==> src/rtl/aes_pkg.sv <==
// Shared types for the aes_core request scheduler.
package aes_pkg;

  typedef logic [127:0] block_t;

  typedef enum logic [1:0] {
    IDLE,
    LOAD,
    WAIT,
    RESP
  } arb_state_t;

endpackage

==> src/rtl/rr_arbiter.sv <==
// Combinational round-robin grant: first requester at or after ptr, wrapping at NREQ-1.
module rr_arbiter #(
  parameter int NREQ  = 4,
  parameter int IDX_W = $clog2(NREQ)
) (
  input  logic [NREQ-1:0]  req,
  input  logic [IDX_W-1:0] ptr,
  output logic [NREQ-1:0]  gnt,
  output logic [IDX_W-1:0] idx
);

  localparam logic [IDX_W-1:0] IDX_LAST = IDX_W'(NREQ - 1);

  logic [IDX_W-1:0] cand;
  logic             found;

  always_comb begin
    gnt   = '0;
    idx   = '0;
    found = 1'b0;
    cand  = ptr;
    for (int k = 0; k < NREQ; k++) begin
      if (!found && req[cand]) begin
        found     = 1'b1;
        gnt[cand] = 1'b1;
        idx       = cand;
      end
      // Explicit wrap so non-power-of-two NREQ never walks past the last requester.
      cand = (cand == IDX_LAST) ? '0 : cand + 1'b1;
    end
  end

endmodule

==> src/rtl/aes_core_arb.sv <==
// Shares one aes_core among NREQ requesters: round-robin accept, load pulse,
// wait for done (with watchdog abort), then return the cyphertext on a valid/ready channel.
module aes_core_arb
  import aes_pkg::*;
#(
  parameter int NREQ     = 4,
  parameter int LOAD_CYC = 2,
  parameter int TIMEOUT  = 64
) (
  input  logic              clk,
  input  logic              reset,
  input  logic [NREQ-1:0]   req_valid,
  output logic [NREQ-1:0]   req_ready,
  input  logic [NREQ*128-1:0] req_key,
  input  logic [NREQ*128-1:0] req_pt,
  output logic [NREQ-1:0]   rsp_valid,
  input  logic [NREQ-1:0]   rsp_ready,
  output logic [127:0]      rsp_ct,
  output logic              rsp_err,
  output logic              core_load,
  output logic [127:0]      core_key,
  output logic [127:0]      core_pt,
  input  logic              core_done,
  input  logic [127:0]      core_ct,
  output logic              busy
);

  localparam int IDX_W = $clog2(NREQ);
  localparam int LC_W  = $clog2(LOAD_CYC + 1);
  localparam int WD_W  = $clog2(TIMEOUT);

  localparam logic [IDX_W-1:0] IDX_LAST  = IDX_W'(NREQ - 1);
  localparam logic [LC_W-1:0]  LOAD_LAST = LC_W'(LOAD_CYC - 1);
  localparam logic [WD_W-1:0]  WD_LAST   = WD_W'(TIMEOUT - 1);

  arb_state_t       state_q, state_d;
  logic [IDX_W-1:0] rr_q, rr_d;
  logic [IDX_W-1:0] owner_q, owner_d;
  block_t           key_q, key_d;
  block_t           pt_q, pt_d;
  block_t           ct_q, ct_d;
  logic             err_q, err_d;
  logic [LC_W-1:0]  load_cnt_q, load_cnt_d;
  logic [WD_W-1:0]  wd_cnt_q, wd_cnt_d;

  logic [NREQ-1:0]  gnt;
  logic [IDX_W-1:0] gnt_idx;
  logic             accept;

  rr_arbiter #(
    .NREQ  (NREQ),
    .IDX_W (IDX_W)
  ) u_rr (
    .req (req_valid),
    .ptr (rr_q),
    .gnt (gnt),
    .idx (gnt_idx)
  );

  // Any valid request yields a grant, so the handshake is simply "IDLE and something valid".
  assign accept = (state_q == IDLE) && (|req_valid);

  always_ff @(posedge clk) begin
    if (!reset) state_q <= IDLE;
    else        state_q <= state_d;
  end

  always_comb begin
    state_d = state_q;
    case (state_q)
      IDLE:    if (accept) state_d = LOAD;
      LOAD:    if (load_cnt_q == LOAD_LAST) state_d = WAIT;
      WAIT:    if (core_done || (wd_cnt_q == WD_LAST)) state_d = RESP;
      RESP:    if (rsp_ready[owner_q]) state_d = IDLE;
      default: state_d = IDLE;
    endcase
  end

  always_comb begin
    rr_d       = rr_q;
    owner_d    = owner_q;
    key_d      = key_q;
    pt_d       = pt_q;
    ct_d       = ct_q;
    err_d      = err_q;
    load_cnt_d = load_cnt_q;
    wd_cnt_d   = wd_cnt_q;
    case (state_q)
      IDLE: begin
        if (accept) begin
          owner_d    = gnt_idx;
          key_d      = req_key[128*gnt_idx +: 128];
          pt_d       = req_pt[128*gnt_idx +: 128];
          load_cnt_d = '0;
        end
      end
      LOAD: begin
        load_cnt_d = load_cnt_q + 1'b1;
        wd_cnt_d   = '0;
      end
      WAIT: begin
        // Done is checked first so a coincident timeout still returns real data.
        if (core_done) begin
          ct_d  = core_ct;
          err_d = 1'b0;
        end else if (wd_cnt_q == WD_LAST) begin
          ct_d  = '0;
          err_d = 1'b1;
        end else begin
          wd_cnt_d = wd_cnt_q + 1'b1;
        end
      end
      RESP: begin
        if (rsp_ready[owner_q]) rr_d = (owner_q == IDX_LAST) ? '0 : owner_q + 1'b1;
      end
      default: ;
    endcase
  end

  always_ff @(posedge clk) begin
    if (!reset) begin
      rr_q       <= '0;
      owner_q    <= '0;
      key_q      <= '0;
      pt_q       <= '0;
      ct_q       <= '0;
      err_q      <= 1'b0;
      load_cnt_q <= '0;
      wd_cnt_q   <= '0;
    end else begin
      rr_q       <= rr_d;
      owner_q    <= owner_d;
      key_q      <= key_d;
      pt_q       <= pt_d;
      ct_q       <= ct_d;
      err_q      <= err_d;
      load_cnt_q <= load_cnt_d;
      wd_cnt_q   <= wd_cnt_d;
    end
  end

  always_comb begin
    req_ready = '0;
    rsp_valid = '0;
    core_load = 1'b0;
    busy      = (state_q != IDLE);
    case (state_q)
      IDLE:    if (reset) req_ready = gnt;
      LOAD:    core_load = 1'b1;
      RESP:    rsp_valid[owner_q] = 1'b1;
      default: ;
    endcase
  end

  assign core_key = key_q;
  assign core_pt  = pt_q;
  assign rsp_ct   = ct_q;
  assign rsp_err  = err_q;

endmodule

==> config.mk <==
export PLATFORM = sky130hd
export DESIGN_NAME = aes_core_arb
export DESIGN_NICKNAME = d
export VERILOG_FILES = /design/src/rtl/aes_pkg.sv /design/src/rtl/rr_arbiter.sv /design/src/rtl/aes_core_arb.sv
export SDC_FILE = /design/constraint.sdc
export NUM_CORES = 1
export LEC_CHECK = 0
export ABC_AREA = 1
export CORE_AREA = 2 2 605 607
export CTS_CLUSTER_DIAMETER = 30
export DETAILED_ROUTE_END_ITERATION = 6
export DIE_AREA = 0 0 607 609
export HOLD_SLACK_MARGIN = 0.08
export PLACE_DENSITY_LB_ADDON = 0.1
export SYNTH_ARGS = -nofsm -noshare
export SYNTH_HDL_FRONTEND = slang
export SYNTH_HIERARCHICAL = 1
export SYNTH_SLANG_ARGS = --single-unit
==> constraint.sdc <==
create_clock -name clk -period 2.8 [get_ports clk]
set_input_delay 0.42 -clock clk [delete_from_list [all_inputs] [get_ports clk]]
set_output_delay 0.42 -clock clk [all_outputs]
set_load 0.02 [all_outputs]
# Yosys cells after proc, flatten, opt, wreduce, memory -nomap -nowiden
# Cells that the tools add are included.
word_totals:
  register_bits: 399
  in_bits: 1163
  out_inout_bits: 395
  wordCells: 123
op_classes:
  n_addsub: 6
  n_lt_le_gt_ge: 10
  n_eq_ne: 15
  shift: 2
  mux: 53
  bitwise_logic: 3
  reduce_logical: 25
ops:
  columns: ["cell", "n"]
  rows:
  - ["indexed part select 512 x 10 -> 128 bit", 2]
  - ["two-way mux 128 bit", 2]
  - ["two-way mux 4 bit", 7]
  - ["two-way mux 2 bit", 13]
  - ["two-way mux 1 bit", 16]
  - ["less-than comparator 2 x 3 -> 1 bit (second input constant)", 5]
  - ["== test 2 bit (second input constant)", 6]
  - ["two-way mux 6 bit", 2]
  - ["inequality test 2 bit (second input constant)", 6]
  - ["bitwise OR 4 bit", 3]
  - ["case mux 6 bit (2 select lines)", 1]
  - ["adder 2 x 1 -> 2 bit (second input constant)", 5]
  - ["binary-select mux 1 bit (select 2 bit)", 5]
  - ["demux 1 bit (select 2 bit)", 5]
  - ["greater-or-equal comparator 2 x 1 -> 1 bit (second input constant)", 5]
  - ["logical AND 1 bit", 9]
  - ["case mux 2 bit (4 select lines)", 1]
  - ["AND reduction 2 bit", 4]
  - ["nonzero test 2 bit", 4]
  - ["adder 6 x 1 -> 6 bit (second input constant)", 1]
  - ["== test 6 bit (second input constant)", 1]
  - ["== test 2 x 1 -> 1 bit (second input constant)", 2]
  - ["case mux 2 bit (2 select lines)", 1]
  - ["AND reduction 4 bit", 1]
  - ["5 further kinds", 7]

# Longest topological paths before layout
# Gate-level depths: netlist of run 1.
logic_depth:
  word_depth: 14
  depth_mapped: 18
  mapped_depth_nobuf: 15

# Hierarchy
# Netlist of run 1, hierarchy kept.
by_module_without_submodules:
  columns: ["module", "instances", "cells_per_inst", "area_each_um2", "seq_area_each_um2"]
  rows:
  - ["aes_core_arb", 1, 3273, 21590.7, 7987.7]
  - ["rr_arbiter", 1, 87, 515.5, 0.0]

# Worst setup path before layout of run 1
# OpenSTA, ideal clock, no wires.
synth_timing:
  path_type: "reg-to-reg"
  startpoint: "reg rr_q[0]"
  endpoint: "reg key_q[109] (netlist: core_key[109])"
  setup_ps: 74
  t_arrival_ps: 2503
  required_ps: 2726
  setup_slack_ps: 223
  stages_incl_launch_ff: 15
  n_path_buf: 3
  period_less_slack_ps: 2577
  path_cell_list: "dfxtp_1 -> inv_2 -> ha_1 -> inv_2 -> nand3_1 -> a21oi_4 -> inv_2 -> nand3_1 -> nand3_1 -> buf_6 -> inv_6 -> buf_6 -> clkbuf_1 -> o21ai_0 -> a31oi_1"
synth_via:
  elab_chain_len: 13
  word_cells_on_any_way: 31
  classes_between: "add/sub: 3; eq/ne: 3; shift: 1; mux: 18; reduce/logical: 6"
synth_rtl:
  columns: ["item", "line", "rtl"]
  rows:
  - ["start, declared", "aes_core_arb.sv:37", "logic [IDX_W-1:0] rr_q, rr_d;"]
  - ["start signal, assigned", "aes_core_arb.sv:131", "rr_q <= rr_d;"]
  - ["parallel branches: the longest is 11 deep, another holds adder 2 x 1 -> 2 bit", null, null]
  - ["two-way mux 2 bit *", "rr_arbiter.sv:23", "if (!found && req[cand]) begin"]
  - ["named net gnt_idx[0]", "aes_core_arb.sv:47", "logic [IDX_W-1:0] gnt_idx;"]
  - ["indexed part select 512 x 10 -> 128 bit *", "aes_core_arb.sv:92", "key_d = req_key[128*gnt_idx +: 128];"]
  - ["end signal, assigned", "aes_core_arb.sv:133", "key_q <= key_d;"]
  - ["end, declared", "aes_core_arb.sv:39", "block_t key_q, key_d;"]
# Mark *: on every way through the listed nets, which the timed path passes. The select of a mux whose other input is x is not followed.
# A chain may end at the register's enable or synchronous reset.

# Worst setup path after layout of run 1
layout_timing:
  startpoint: "reg rr_q[1]"
  endpoint: "out req_ready[3]"
layout_via:
  elab_chain_len: 14
  word_cells_on_any_way: 55
  classes_between: "add/sub: 3; order compare: 8; eq/ne: 3; mux: 28; bitwise: 3; reduce/logical: 10"
layout_rtl:
  columns: ["item", "line", "rtl"]
  rows:
  - ["adder 2 x 1 -> 2 bit (tied with other cells)", "rr_arbiter.sv:29", "cand = (cand == IDX_LAST) ? '0 : cand + 1'b1;"]
  - ["two-way mux 2 bit or two-way mux 1 bit (tied branches)", "rr_arbiter.sv:29, rr_arbiter.sv:23", null]
  - ["adder 2 x 1 -> 2 bit (tied with other cells)", "rr_arbiter.sv:29", null]
  - ["two-way mux 2 bit (tied with other cells)", "rr_arbiter.sv:29", null]
  - ["adder 2 x 1 -> 2 bit (tied with other cells)", "rr_arbiter.sv:29", null]
  - ["two-way mux 2 bit (tied with other cells)", "rr_arbiter.sv:29", null]
  - ["less-than comparator 2 x 3 -> 1 bit (not written as such) (tied with other cells)", "rr_arbiter.sv:25", "gnt[cand] = 1'b1;"]
  - ["logical AND 1 bit (not written as such) (tied with other cells)", "rr_arbiter.sv:25", null]
  - ["two-way mux 1 bit (not written as such) (tied with other cells)", "rr_arbiter.sv:25", null]
  - ["demux 1 bit (select 2 bit) (tied with other cells)", null, null]
  - ["bitwise OR 4 bit (no source line) or logical AND 1 bit (tied branches)", null, null]
  - ["two-way mux 4 bit *", "rr_arbiter.sv:23", null]
  - ["named net gnt[3]", "aes_core_arb.sv:46", "logic [NREQ-1:0] gnt;"]
  - ["two-way mux 4 bit *", "aes_core_arb.sv:148", "IDLE: if (reset) req_ready = gnt;"]
  - ["two-way mux 4 bit *", "aes_core_arb.sv:147", "case (state_q)"]
  - ["end, declared", "aes_core_arb.sv:13", "output logic [NREQ-1:0] req_ready,"]
# Mark *: on every way through the listed nets, which the timed path passes. The rest lies on a longest branch. The select of a mux whose other input is x is not followed.

==> results.sh, run 1 <==
export IMPL_htree_levels=4
export IMPL_min_path_type="in -> reg"
export IMPL_worstSetupStartpointType="flop"
export IMPL_overflow=0
export IMPL_tightest_slew_ns=0.842
export IMPL_antenna_left=0
export IMPL_final_period_utilization_pct=110
export IMPL_wl_um=252000
export IMPL_fmax_mhz=326
export IMPL_finish_utilization_pct=15.4
export IMPL_path_class="reg -> out"
export IMPL_grt_antenna_before_repair=122
export IMPL_ys_warn_count=6
export IMPL_cts_root_buf="clkbuf_16"
export IMPL_cp_required_ns=2.38
export IMPL_synth_edff_count=0
export IMPL_via_count=33052
export IMPL_critPathArrivalTime_ns=2.65
export IMPL_syn_area_per_cell_um2=6.58
export IMPL_hold_end="rsp_ct[58]"
export IMPL_avgRoutedWirePerCell_um=24.3
export IMPL_synth_ff_type="dfxtp_1"
export IMPL_slew_limit_headroom_pct=43.9
export IMPL_post_layout_total_power_uw=62300
export IMPL_nNetsFinal=6535
export IMPL_synth_nets=4540
export IMPL_die_x_um=607
export IMPL_cts_buffer_depth=4
export IMPL_synth_cell_type_count=36
export IMPL_die_area_mm2=0.370
export IMPL_first_global_vias=34612
export IMPL_hpwl_um=196000
export IMPL_critical_path_max_fanout=4
export IMPL_r2r_slack_ns=-0.26
export IMPL_min_path_cells=3
export IMPL_violations="negative setup slack"
export IMPL_area_growth_pct=153
export IMPL_first_iter_violations=1829
export IMPL_worstHoldStart="core_ct[58]"
export IMPL_first_pass_iters=5
export IMPL_syn_cell_area_mm2=0.0221
export IMPL_grt_start_max_net_pins=130
export IMPL_max_cap_violations=0
export IMPL_finClkSkew_ns=0.0825
export IMPL_insertion_delay_ns=0.86
export IMPL_die_y_um=609
export IMPL_p_per_area_mw_per_mm2=1110
export IMPL_setup_violations=246
export IMPL_ys_seq_area_share_pct=36.1
export IMPL_async_reset_ff_share_pct=0
export IMPL_rsz0062_at_grt="true"
export IMPL_synthCells=3360
export IMPL_port_buffers=1557
export IMPL_r2r_end="core_pt[20]"
export IMPL_coreArea_mm2=0.364
export IMPL_grtUsageTotal_pct=13.0
export IMPL_clkSlewWorstSetupHoldPaths_ns=0.04
export IMPL_gp_congestion=0.821
export IMPL_timing_rr_start="rr_q[1]"
export IMPL_vias_per_cell=3.19
export IMPL_min_period_ns=3.07
export IMPL_drc_errors=0
export IMPL_ys_ff_latch=399
export IMPL_status="finished with violations"
export IMPL_io_pins=1558
export IMPL_cp_end_kind="primary output"
export IMPL_drive_above_1_share_pct=16.4
export IMPL_timing_hold_violations_final=0
export IMPL_grt_pass1_wl_um=324000
export IMPL_finalWorstSetupSlack_ns=-0.271
export IMPL_max_vdd_ir_drop_uv=438
export IMPL_start_util_pct=6.08
export IMPL_worstRegToRegCells=18
export IMPL_leakagePower_uw=0.0201
export IMPL_num_rows=222
export IMPL_finalMaxSlewViolations=0
export IMPL_numClockSinks=399
export IMPL_cts_made_buffers=201
export IMPL_cts_tree="done"
power breakdown:
group / total (µW) / leakage [µW] / switching [µW] / internal (µW)
logic: 33300 / 0.0138 / 18400 / 14900
clock network: 19700 / 0.00295 / 5740 / 13900
registers: 9270 / 0.00329 / 1510 / 7750
cell families (layout without fill, tap and decap cells):
group | Yosys count | after routing | share of synthesized area (%)
AOI/OAI and AO/OA | 1178 | 1178 | 28.2
xor gates and xnor gates | 1 | 1 | 0.0396
adders and majority gates | 17 | 17 | 0.962
buffers and inverters | 359 | 2487 | 9.48
DFF | 399 | 399 | 36.1
other | 0 | 49 | 0
and+or+nand+nor | 1406 | 1406 | 25.2
state kept, by name (all words and copies together), names as in the netlist:
| signal | cells |
|---|---|
| core_key | 128 |
| core_pt | 128 |
| load_cnt_q | 2 |
| owner_q | 2 |
| rr_q | 2 |
| rsp_ct | 128 |
| rsp_err | 1 |
| state_q | 2 |
| wd_cnt_q | 6 |
worst max path at each step:
stage	from	end	slack [ns]	cells past startpoint
3_5_place_dp	req_valid[0]	core_pt[8]	-0.72	14
5_1_grt	rr_q[0]	req_ready[1]	-0.46	13
2_1_floorplan	rr_q[0]	core_key[109]	0.22	14
4_1_cts	rr_q[0]	req_ready[3]	-0.40	13
6_report	rr_q[1]	req_ready[3]	-0.27	13
3_3_place_gp	req_valid[0]	core_pt[102]	-0.84	16
critical path, stage by stage (launching register included):
cell,delay (ns)
dfxtp_2,0.41
inv_2,0.07
ha_4,0.31
nand2_2,0.05
nand2_1,0.08
nand2_2,0.07
a21oi_4,0.22
inv_2,0.09
buf_6,0.13
nand3_2,0.06
nand3_2,0.09
inv_2,0.08
nor2_4,0.04
buf_12,0.15
metrics by stage:
stage | std cells | instance area, µm² | TNS (ns) | hold WS [ns] | worst slack, ns
floorplan | 3360 | 22100 | 0 | 0.446 | 0.223
global placement | 9732 | 45200 | -119.57 | 0.452 | -0.845
detailed placement | 9732 | 45200 | -95.02 | 0.459 | -0.721
CTS | 10290 | 55300 | -46.83 | 0.0801 | -0.398
global route | 10321 | 55900 | -75.27 | 0.135 | -0.463
finish | 10353 | 55900 | -27.74 | 0.192 | -0.271
layout make-up:
type | instances | area, µm²
fill | 41551 | 308000
antenna | 49 | 123
tap | 4816 | 6030
sequential | 399 | 7990
timing repair buffer | 2101 | 22500
clock inverter | 10 | 199
clock buffer | 326 | 5900
multi-input combinational | 2602 | 12900
inverter | 46 | 241
timing repair inverter | 4 | 82.6
metal layers:
layer / track usage (%) / wire length (µm)
met1: 14.3 / 97300
met2: 23.4 / 127000
met3: 4.68 / 21500
met4: 2.89 / 5400
met5: 0 / 378
cells in the final DEF, fill, tap and decap left out, drive strengths merged:
cell,netlist,routed
a21oi,142,142
clkinv,3,11
o21ai,775,775
nand3,165,165
xor2,1,1
clkbuf,92,334
or2,1,1
o22ai,18,18
nand2,184,184
inv,43,49
o21bai,1,1
nor2,1048,1048
diode,0,49
ha,17,17
a31oi,238,238
clkdlybuf4s50,0,1547
o21a,1,1
dlygate4sd3,0,120
buf,221,406
dfxtp,399,399
bufbuf,0,20
nand4,7,7
a211oi,2,2
a41oi,1,1
nor3,1,1
Yosys cell counts, types with 2 or more instances:
cell type	instances	share of area [%]
inv_2	10	0.17
a211oi_1	2	0.068
buf_6	56	2.9
buf_1	3	0.051
buf_2	125	2.8
a31oi_1	238	6.7
inv_1	31	0.53
a21oi_1	141	3.2
nand2_2	3	0.085
o21ai_0	701	16
ha_1	17	0.96
dfxtp_1	399	36
clkbuf_1	82	1.4
nand4_1	7	0.20
nor2_1	1046	18
clkbuf_2	10	0.23
nand2_4	3	0.15
nand2_1	178	3.0
o21ai_1	74	1.7
clkinv_1	3	0.051
nand3_1	163	3.7
o22ai_1	18	0.51
buf_4	36	1.2
nand3_2	2	0.091
timing repair:
action,4_1_cts,5_1_grt
pin swaps,66,33
endpoints found under the setup margin,265,265
setup buffers,68,6
hold buffers,120,0
gates resized for setup,380,155
cloned,39,8
endpoints found under the hold margin,141,0
No activity file was read; power rests on OpenSTA's default activity.
==> inputs of run 2 (changes only) <==
- HOLD_SLACK_MARGIN: 0.08 -> default
- SKIP_CTS_REPAIR_TIMING: default -> 1
==> results.sh, run 2 (synthesis gave the netlist of run 1 again) <==
export IMPL_status="finished with violations"
export IMPL_violations="negative setup slack"
export IMPL_cts_tree="done"
export IMPL_first_pass_iters=7
export IMPL_dp_slack_ns=-0.721
export IMPL_final_common_cell="clkdlybuf4s50_1"
export IMPL_path_class="reg -> out"
export IMPL_worst_path_max_delay_cell="dfxtp_4"
export IMPL_clkSlewWorstSetupHoldPaths_ns=0.04
export IMPL_cp_cell_sequence="inv_4 > ha_4 > nand2_2 > nand2_2 > nand2_2 > a21oi_4 > buf_6 > nand4_1 > nand3_1 > inv_2 > nor2_4 > buf_12"
export IMPL_grtUsageTotal_pct=12.3
export IMPL_htree_levels=4
export IMPL_worstSetupStartpointType="flop"
export IMPL_critPathArrivalTime_ns=2.65
export IMPL_rsz0062_at_grt="true"
export IMPL_post_layout_total_power_uw=59400
export IMPL_drc_errors=0
export IMPL_num_rows=222
export IMPL_fmax_mhz=326
export IMPL_critical_path_max_fanout=5
export IMPL_worstHoldStart="core_ct[32]"
export IMPL_slowest_delay_ns=0.38
export IMPL_timing_rr_start="rr_q[0]"
export IMPL_min_path_cells=3
export IMPL_cp_startpoint="rr_q[0]"
export IMPL_antenna_left=0
export IMPL_tightest_slew_ns=0.840
export IMPL_crit_buf_inv=4
export IMPL_max_cap_violations=0
export IMPL_die_area_mm2=0.370
export IMPL_area_growth_pct=141
export IMPL_numClockSinks=399
export IMPL_first_iter_violations=1860
export IMPL_final_period_utilization_pct=110
export IMPL_finalWorstSetupSlack_ns=-0.271
export IMPL_die_y_um=609
export IMPL_cts_made_buffers=201
export IMPL_via_count=32349
export IMPL_finClkSkew_ns=0.0807
export IMPL_setup_violations=230
export IMPL_cp_required_ns=2.38
export IMPL_p_per_area_mw_per_mm2=1120
export IMPL_port_buffers=1557
export IMPL_r2r_slack_ns=-0.22
export IMPL_worstRegToRegCells=18
export IMPL_stdcell_count=10193
export IMPL_insertion_delay_ns=0.86
export IMPL_leakagePower_uw=0.0189
export IMPL_first_global_vias=33219
export IMPL_grt_start_max_net_pins=130
export IMPL_die_x_um=607
export IMPL_cts_buffer_depth=4
export IMPL_coreArea_mm2=0.364
export IMPL_place_inst=9732
export IMPL_timing_hold_violations_final=0
export IMPL_max_vdd_ir_drop_uv=437
export IMPL_cp_end_kind="primary output"
export IMPL_final_cell_mix="clkdlybuf4s50_1 (1,547), nor2_1 (1,009), o21ai_0 (632), dfxtp_1 (397), buf_4 (246)"
export IMPL_overflow=0
export IMPL_grt_pass1_wl_um=308000
export IMPL_r2r_end="core_key[111]"
export IMPL_fill_cells=41731
export IMPL_min_path_type="in -> reg"
export IMPL_crit_family="simple AND/OR/NAND/NOR gates"
export IMPL_hold_end="rsp_ct[32]"
export IMPL_cpMostUsedCell="nand2_2"
export IMPL_grt_antenna_before_repair=128
export IMPL_hpwl_um=196000
export IMPL_drive_above_1_share_pct=14.4
export IMPL_min_period_ns=3.07
export IMPL_finalMaxSlewViolations=0
export IMPL_io_pins=1558
export IMPL_avgRoutedWirePerCell_um=24.4
export IMPL_gp_congestion=0.821
export IMPL_slew_limit_headroom_pct=44.0
export IMPL_vias_per_cell=3.17
export IMPL_nNetsFinal=6369
export IMPL_start_util_pct=6.08
export IMPL_wl_um=249000
export IMPL_cts_root_buf="clkbuf_16"
## run 2: cell count changes in the layout (fill, tap and decap cells not counted), moves of 19 or more
cell,before,now
buf_16,31,12
o21ai_0,508,632
o21ai_2,69,32
nor2_2,61,30
bufbuf_16,20,0
dlygate4sd3_1,120,1
nor2_1,970,1009
o21ai_1,184,105
## run 2: how the worst max path moves through the flow
stage                         end  slack (ns)  cells after the start
floorplan           core_key[109]        0.22                     14
global placement     core_pt[102]       -0.84                     16
detailed placement     core_pt[8]       -0.72                     14
CTS                  req_ready[1]       -0.73                     11
global route         req_ready[1]       -0.47                     13
finish               req_ready[2]       -0.27                     12
## run 2: metal layers
metal  track usage, %  up-vias  wire length, µm
met5                0        -              336
met4             3.10       50             5190
met3             4.72      377            22200
met2             22.0     1354           126000
met1             13.3    15251            95200
li1                 -    15317                -
## run 2: stage by stage
| stage | hold slack (ns) | area (µm²) | utilization (%) | setup TNS [ns] |
|---|---|---|---|---|
| detailed placement | 0.459 | 45200 | 12.4 | -95.02 |
| global route | 0.0462 | 53100 | 14.6 | -74.80 |
| CTS | -0.0854 | 51300 | 14.1 | -82.11 |
| global placement | 0.452 | 45200 | 12.4 | -119.57 |
| floorplan | 0.446 | 22100 | - | 0 |
| finish | 0.117 | 53200 | 14.6 | -20.93 |
## run 2: area by class of cell
class | instances | area, µm² | area share (%)
inverters | 46 | 238 | 0.447
diodes | 55 | 138 | 0.259
multi-input cells | 2602 | 12500 | 23.5
repair inverters | 5 | 90.1 | 0.169
clock inverters | 10 | 199 | 0.374
well taps | 4816 | 6030 | 11.3
flip-flops and latches | 399 | 8000 | 15.0
repair buffers | 1934 | 20100 | 37.8
clock buffers | 326 | 5900 | 11.1
## run 2: report_power, final
group / total [µW] / leakage, µW / switching, µW / internal (µW)
Clock: 19700 / 0.00295 / 5760 / 13900
Combinational: 30500 / 0.0127 / 17600 / 12800
Sequential: 9250 / 0.00329 / 1500 / 7750
Total: 59400 / 0.0189 / 24900 / 34500
## run 2: tightest hold or removal path: cells and delay by family
family	cells	cell delay (ns)
simple gates	1	0.06
buf+inv	1	0.39
compound gates	1	0.06
==> inputs of run 3 (changes only) <==
--- a/config.mk
+++ b/config.mk
@@ -13,4 +13,5 @@
 export PLACE_DENSITY_LB_ADDON = 0.1
 export SKIP_CTS_REPAIR_TIMING = 1
+export SKIP_LAST_GASP = 1
 export SYNTH_ARGS = -nofsm -noshare
 export SYNTH_HDL_FRONTEND = slang
==> constraint.sdc (replaced) <==
create_clock -name clk -period 2.8 [get_ports clk]
set_input_delay 0.42 -clock clk [delete_from_list [all_inputs] [get_ports clk]]
set_output_delay 0.42 -clock clk [all_outputs]
set_load 0.005 [all_outputs]
==> results.sh, run 3 (synthesis gave the netlist of run 1 again) <==
export IMPL_critical_path_max_fanout=15
export IMPL_cts_buffer_depth=4
export IMPL_fmax_mhz=316
export IMPL_post_layout_total_power_uw=60600
export IMPL_p_per_area_mw_per_mm2=1100
export IMPL_min_period_ns=3.16
export IMPL_start_util_pct=6.08
export IMPL_tightest_slew_ns=0.946
export IMPL_max_vdd_ir_drop_uv=477
export IMPL_grt_start_max_net_pins=130
export IMPL_stdcell_count=10271
export IMPL_wl_um=252000
export IMPL_first_global_vias=32782
export IMPL_worstSetupStartpointType="flop"
export IMPL_finalWorstSetupSlack_ns=-0.363
export IMPL_clkSlewWorstSetupHoldPaths_ns=0.04
export IMPL_cp_cell_sequence="inv_4 > ha_4 > nand2_1 > nand2_1 > nand2_2 > a21oi_4 > inv_2 > buf_4 > nand3_4 > nand3_4 > buf_12 > buf_12 > buf_16 > buf_12 > buf_12 > nor2_1 > nor2_1 > o21ai_0 > a31oi_1"
export IMPL_slowest_delay_ns=0.39
export IMPL_num_rows=222
export IMPL_io_pins=1558
export IMPL_final_common_cell="clkdlybuf4s50_1"
export IMPL_die_x_um=607
export IMPL_die_y_um=609
export IMPL_drive_above_1_share_pct=17.7
export IMPL_antenna_left=0
export IMPL_finClkSkew_ns=0.0781
export IMPL_cts_made_buffers=209
export IMPL_port_buffers=1557
export IMPL_grt_pass1_wl_um=308000
export IMPL_final_period_utilization_pct=113
export IMPL_cts_tree="done"
export IMPL_cp_end_kind="flop"
export IMPL_max_cap_violations=0
export IMPL_vias_per_cell=3.20
export IMPL_via_count=32869
export IMPL_slew_limit_headroom_pct=37.0
export IMPL_min_path_type="in -> reg"
export IMPL_cp_required_ns=3.49
export IMPL_area_growth_pct=150
export IMPL_grtUsageTotal_pct=12.3
export IMPL_final_cell_mix="clkdlybuf4s50_1 (1,551), nor2_1 (926), o21ai_0 (604), dfxtp_1 (397), buf_4 (258)"
export IMPL_first_iter_violations=1671
export IMPL_status="finished with violations"
export IMPL_setup_violations=259
export IMPL_finalMaxSlewViolations=0
export IMPL_fill_cells=41612
export IMPL_path_class="reg -> reg"
export IMPL_cpMostUsedCell="buf_12"
export IMPL_leakagePower_uw=0.0197
export IMPL_numClockSinks=399
export IMPL_whs_ns=0.111
export IMPL_htree_levels=4
export IMPL_grt_antenna_before_repair=150
export IMPL_die_area_mm2=0.370
export IMPL_hpwl_um=197000
export IMPL_rsz0062_at_grt="true"
export IMPL_nNetsFinal=6443
export IMPL_avgRoutedWirePerCell_um=24.5
export IMPL_gp_congestion=0.803
export IMPL_worst_path_max_delay_cell="dfxtp_4"
export IMPL_coreArea_mm2=0.364
export IMPL_overflow=0
export IMPL_critPathArrivalTime_ns=3.85
export IMPL_cts_root_buf="clkbuf_16"
export IMPL_dp_slack_ns=-0.900
export IMPL_insertion_delay_ns=0.87
export IMPL_drc_errors=0
export IMPL_finish_utilization_pct=15.2
export IMPL_first_pass_iters=7
export IMPL_violations="negative setup slack"
export IMPL_place_inst=9742
export IMPL_timing_hold_violations_final=0
-- run 3: final cells by class --
| cell class | count | area (µm²) | share of cell area (%) |
|---|---|---|---|
| Timing Repair inverter | 2 | 28.8 | 0.0521 |
| Sequential cell | 399 | 8000 | 14.5 |
| Inverter | 46 | 240 | 0.435 |
| Antenna cell | 32 | 80.1 | 0.145 |
| Clock inverter | 17 | 224 | 0.406 |
| Timing Repair Buffer | 2003 | 21200 | 38.5 |
| Multi-Input combinational cell | 2602 | 13100 | 23.8 |
| Tap cell | 4816 | 6030 | 10.9 |
| Clock buffer | 354 | 6240 | 11.3 |
-- run 3: per-layer routing --
metal	wire, µm	part of all wire, %	up-vias	track usage (%)
li1	-	-	15494	-
met1	95600	38	15450	13.2
met2	128000	51	1410	22.5
met3	22500	8.9	437	4.90
met4	5660	2.2	78	2.68
met5	520	0.21	-	0
-- run 3: path summary, 6_finish.rpt --
path                                   from            to  slack (ns)  cells past startpoint
worst max-delay path                rr_q[0]  core_key[11]       -0.36                     19
worst max register to register      rr_q[0]  core_key[11]       -0.36                     19
worst min register to register      rsp_err       rsp_err        0.46                      2
worst min-delay path            core_ct[25]    rsp_ct[25]        0.11                      3
-- run 3: where the power goes --
group          internal, µW  switching (µW)  total (µW)
logic                 14400           16200       30600
registers              7750            1560        9310
clock network         14700            5960       20700
-- run 3: per-stage QoR --
step / setup TNS, ns / instance area (µm²)
floorplan: 0 / 22100
global placement: -92.28 / 45200
detailed placement: -83.30 / 45200
CTS: -92.31 / 51700
global route: -81.81 / 55100
finish: -47.87 / 55200
-- run 3: critical path: cells and delay by family (launching register included) --
kind	cells	cell delay, ns
adder cells (fa/ha/maj)	1	0.29
AO/OA/AOI/OAI	3	0.55
flip-flops	1	0.39
buffers and inverters	8	1.07
AND/OR/NAND/NOR	7	0.62
